File: src/rtl/regfile_multiport.sv
// Multiport register file with byte-enabled write, optional hardwired-zero entry 0
// and a clear sequencer after reset. REGFILE_BYPASS_EN selects write-first reads.
module regfile_multiport #(
  parameter int DATA_WIDTH = 64,
  parameter int DEPTH      = 32,
  parameter int ADDR_WIDTH = $clog2(DEPTH),
  parameter int NUM_READ   = 2,
  parameter int ZERO_REG   = 1
) (
  input  logic                           Clk,
  input  logic                           Rst,
  input  logic                           write_En,
  input  logic [ADDR_WIDTH-1:0]          write_Addr,
  input  logic [DATA_WIDTH/8-1:0]        write_Be,
  input  logic [DATA_WIDTH-1:0]          data_in,
  input  logic [NUM_READ*ADDR_WIDTH-1:0] addr_Rd,
  output logic [NUM_READ*DATA_WIDTH-1:0] data_out,
  output logic                           ready
);

  localparam int NBYTES = DATA_WIDTH / 8;
  localparam logic [0:0] ST_CLEAR = 1'b0;
  localparam logic [0:0] ST_IDLE  = 1'b1;
  localparam logic [ADDR_WIDTH:0]   DEPTH_X  = (ADDR_WIDTH + 1)'(DEPTH);
  localparam logic [ADDR_WIDTH-1:0] LAST_IDX = ADDR_WIDTH'(DEPTH - 1);
`ifdef REGFILE_BYPASS_EN
  localparam bit BYPASS = 1'b1;
`else
  localparam bit BYPASS = 1'b0;
`endif

  logic [DATA_WIDTH-1:0]          mem_q [DEPTH];
  logic [0:0]                     state_q, state_d;
  logic [ADDR_WIDTH-1:0]          clr_ptr_q, clr_ptr_d;
  logic                           ready_q, ready_d;
  logic [NUM_READ*DATA_WIDTH-1:0] dout_q, dout_d;

  logic                  wr_live;
  logic [DATA_WIDTH-1:0] wr_merged;
  logic                  mem_we;
  logic [ADDR_WIDTH-1:0] mem_waddr;
  logic [DATA_WIDTH-1:0] mem_wdata;
  logic [ADDR_WIDTH-1:0] rd_addr;
  logic [DATA_WIDTH-1:0] rd_word;

  // An address is live when it maps to a real, writable entry.
  function automatic logic addr_live(input logic [ADDR_WIDTH-1:0] a);
    addr_live = ({1'b0, a} < DEPTH_X) && !((ZERO_REG != 0) && (a == '0));
  endfunction

  function automatic logic [DATA_WIDTH-1:0] merge_bytes(
    input logic [DATA_WIDTH-1:0] old_w,
    input logic [DATA_WIDTH-1:0] new_w,
    input logic [NBYTES-1:0]     be
  );
    logic [DATA_WIDTH-1:0] res;
    res = old_w;
    for (int k = 0; k < NBYTES; k++) begin
      if (be[k]) res[8*k +: 8] = new_w[8*k +: 8];
    end
    return res;
  endfunction

  assign wr_live   = write_En && (|write_Be) && addr_live(write_Addr);
  assign wr_merged = merge_bytes(mem_q[write_Addr], data_in, write_Be);

  always_comb begin
    state_d   = state_q;
    clr_ptr_d = clr_ptr_q;
    ready_d   = ready_q;
    dout_d    = dout_q;
    mem_we    = 1'b0;
    mem_waddr = write_Addr;
    mem_wdata = wr_merged;
    rd_addr   = '0;
    rd_word   = '0;
    if (state_q == ST_CLEAR) begin
      mem_we    = !Rst;
      mem_waddr = clr_ptr_q;
      mem_wdata = '0;
      clr_ptr_d = clr_ptr_q + ADDR_WIDTH'(1);
      dout_d    = '0;
      if (clr_ptr_q == LAST_IDX) begin
        state_d = ST_IDLE;
        ready_d = 1'b1;
      end
    end else begin
      mem_we = wr_live && !Rst;
      // Reads see the pre-edge array unless write-first forwarding is built in.
      for (int i = 0; i < NUM_READ; i++) begin
        rd_addr = addr_Rd[i*ADDR_WIDTH +: ADDR_WIDTH];
        rd_word = addr_live(rd_addr) ? mem_q[rd_addr] : '0;
        if (BYPASS && wr_live && (rd_addr == write_Addr)) rd_word = wr_merged;
        dout_d[i*DATA_WIDTH +: DATA_WIDTH] = rd_word;
      end
    end
  end

  always_ff @(posedge Clk) begin
    if (Rst) begin
      state_q   <= ST_CLEAR;
      clr_ptr_q <= '0;
      ready_q   <= 1'b0;
      dout_q    <= '0;
    end else begin
      state_q   <= state_d;
      clr_ptr_q <= clr_ptr_d;
      ready_q   <= ready_d;
      dout_q    <= dout_d;
    end
  end

  always_ff @(posedge Clk) begin
    if (mem_we) mem_q[mem_waddr] <= mem_wdata;
  end

  assign data_out = dout_q;
  assign ready    = ready_q;

endmodule

File: config.mk
export PLATFORM = sky130hd
export DESIGN_NAME = regfile_multiport
export DESIGN_NICKNAME = d
export VERILOG_FILES = /design/src/rtl/regfile_multiport.sv
export SDC_FILE = /design/constraint.sdc
export NUM_CORES = 2
export LEC_CHECK = 0
export ABC_AREA = 0
export CAP_MARGIN = 30
export CORE_ASPECT_RATIO = 0.75
export CORE_UTILIZATION = 48
export CTS_CLUSTER_SIZE = 30
export DETAILED_ROUTE_END_ITERATION = 10
export HOLD_SLACK_MARGIN = 0.08
export SLEW_MARGIN = 0
export SYNTH_ARGS = -nofsm -noshare
export SYNTH_HDL_FRONTEND = slang
export SYNTH_SLANG_ARGS = --single-unit
export TNS_END_PERCENT = 1
File: constraint.sdc
create_clock -name Clk -period 13.6 [get_ports Clk]
set_input_delay 4.08 -clock Clk [delete_from_list [all_inputs] [get_ports Clk]]
set_output_delay 4.08 -clock Clk [all_outputs]
set_load 0.01 [all_outputs]
==> impl_metrics.toml <==
[clocking]
cts_tree = "built"
cts.reportedPaths.clkPinSlew_ns = 0.06
htree_levels = 4
clk_latency_ns = 0.92
cts-buffers-inserted = 230
cts.sinks = 2183
cts_buffer_depth = 4
root_buffer = "clkbuf_16"
cts_repair_resize_count = 0
ctsHoldBuffers = 0
cts_setup_buffers = 0

[grt]
grt-ovfl-total = 0
grt_max_degree = 128
antenna_found_initial = 25
grt_pass1_wl_mm = 605
grt_use_total_pct = 35.9
grt_pass1_vias = 75600

[critical_path]
reg2reg_depth = 8
cp-end-kind = "register"
path_class = "input port to register"
critPathArrivalTime_ns = 8.56
required_ns = 14.11
reg2reg_to = "mem_q[30][53]"
regToRegSetupSlack_ns = 8.24
worst-path-max-fanout = 34
setup.worst_path.start_class = "input port"
reg2reg_from = "state_q"

[placement]
port_buffers = 218
gp_congestion = 0.855
dp_cells = 9703
placed_area_sq_mm = 0.121
pre_cts_ws_ns = 4.83
dp_hpwl_mm = 249

[outcome]
outcome = "finished clean"

[timing]
post-route-period-util_pct = 59.2
setup_slack_ns = 5.55
maxSlewViolCount = 0
hold_violations = 0
fmax_mhz = 124
rsz0062_at_grt = "false"
fin_worst_skew_ns = 0.0399
tightest_slew_ns = 1.13
finalSetupTns_ns = 0
setup_viol_count_final = 0
fin_crit_ns = 8.05
relSlewSlack_pct = 24.8

[synthesis]
synth_nets = 6793
ys_seq_area_share_pct = 55.8
post-synth-top-count-cell = "edfxtp_1"
netlist_instances = 6701
synth-main-ff-cell = "edfxtp_1"
synth.area.top_cells = "edfxtp_1, mux4_2, mux2i_1, o221ai_1, dfxtp_1"
ys_warn_count = 0
synth_top_area_share_pct = 53.4
synth-edff-count = 2048
syn_area_sq_mm = 0.115
synth.largest_area_cell = "edfxtp_1"
avgSynthCellArea_sq_um = 17.2
synth_seq_cells = 2183
netlist_top_cells_count = "edfxtp_1, mux4_2, mux2i_1"
async_reset_ff_share_pct = 0
synth_cell_types = 80

[final_layout]
stdcell_count = 10200
fillers = 18700
area_growth_pct = 11.8
finish.net_count = 6898
ff_latch_area_sq_mm = 0.0642
drive_above_1_share_pct = 29.8
stdcell_area_sq_mm = 0.129
multi_input_comb_area_sq_mm = 0.0480

[floorplan]
start_util_pct = 48.4
num_rows = 155
die_y_microns = 426
io_pins = 219
die_area_sq_mm = 0.242
die_w_microns = 568
core_region_area_sq_mm = 0.238

[pwr]
power_density_mw_per_mm2 = 118
p_leak_nw = 42.7
ir_drop_uv = 113
finalPower_mw = 15.1

[routing]
dr.first_iter.drc_count = 12600
wl_per_cell_microns = 43.3
route.vias.total = 77500
drtAntennaViolNets = 0
drt_pass1_iterations = 6
drc = 0
wl_mm = 440
vias_per_cell = 7.63

[flow_run]
maxCapViolations = 0

[min_path]
min-delay-path-class = "register to register"
hold_depth = 2
hold_path_end = "ready"
min_from = "ready"
[placed cells by master, fill, tap and decap left out, types with 24 or more instances in the layout]
cell type        netlist  layout
a211oi_1              33      31
nor2_1                80      70
edfxtp_1            2048    2048
dfxtp_1              135     134
o21ai_0               78      77
and3_4                 0      24
o22ai_1              237     237
clkbuf_1             257      45
clkbuf_16              0     233
clkinv_2               0      55
a21oi_1              200     198
o31ai_1               54      54
a211o_1               48      48
mux4_2              1142    1142
nand3_1               30      30
a221oi_1              80      76
nor3_1                96      92
or3_1                 63      61
clkinv_1               3      45
buf_4                 78     223
clkdlybuf4s50_1        0     204
mux2i_1              793     793
o221ai_1             313     313
mux2_2               195     195
nand2_1              114     112
a22oi_1               36      36
[per-stage QoR]
| step | hold slack, ns | util (%) |
|---|---|---|
| after global placement | 0.517 | 50.6 |
| after CTS | 0.538 | 53.9 |
| after floorplan | 0.490 | - |
| after detailed placement | 0.523 | 50.9 |
| after global routing | 0.578 | 54.0 |
| final | 0.541 | 54.0 |
[logic make-up after synthesis]
kind of cell               Yosys count  share of synthesized area [%]
xor gates and xnor gates             3                         0.0228
AOI/OAI and AO/OA                 1220                           7.67
muxes                             2142                           31.4
DFF                               2183                           55.8
and+or+nand+nor                    496                           2.15
buffers and inverters              655                           3.01
adders and majority gates            2                         0.0217
[power by group]
| group | switching, mW | internal, mW |
|---|---|---|
| clock network | 2.76 | 3.56 |
| logic | 0.906 | 0.597 |
| registers | 0.0260 | 7.28 |
[flip-flops by register name (all words and copies together) (netlist names)]
register	cells
clr_ptr_q	5
data_out	128
mem_q	2048
ready	1
state_q	1
[critical path, stage by stage]
cell and delay, ns:
buf_4 0.72, buf_4 0.64, nand2_1 0.18, o22ai_1 0.62, and3_4 0.65, buf_4 0.69, buf_4 0.81
[layout make-up]
cell class | count | area share, %
Timing Repair Buffer | 504 | 3.98
Clock inverter | 139 | 0.955
Antenna cell | 13 | 0.0253
Inverter | 24 | 0.0797
Clock buffer | 285 | 4.74
Tap cell | 3140 | 3.05
Multi-Input combinational cell | 3863 | 37.3
Sequential cell | 2183 | 49.9
[worst max-delay path by stage]
stage          cells after the start             to           from  slack, ns
4_1_cts                            9  mem_q[19][23]  write_Addr[0]       5.79
6_report                           7  mem_q[30][53]  write_Addr[4]       5.55
3_3_place_gp                       9  mem_q[24][17]  write_Addr[0]       4.75
5_1_grt                           10  mem_q[19][17]  write_Addr[0]       5.43
3_5_place_dp                       9  mem_q[17][23]  write_Addr[0]       4.83
2_1_floorplan                      7   mem_q[28][0]  write_Addr[2]       4.98
[layer usage]
metal	routed length, microns	global-route usage (%)	vias to the layer above	part of all wire [%]
met5	66	0	-	0.015
met4	23500	16.9	10	5.3
met3	58700	9.71	1195	13
met2	194000	53.2	6272	44
met1	164000	49.4	40500	37
li1	-	-	29400	-
Power figures use the tool's default switching activity.
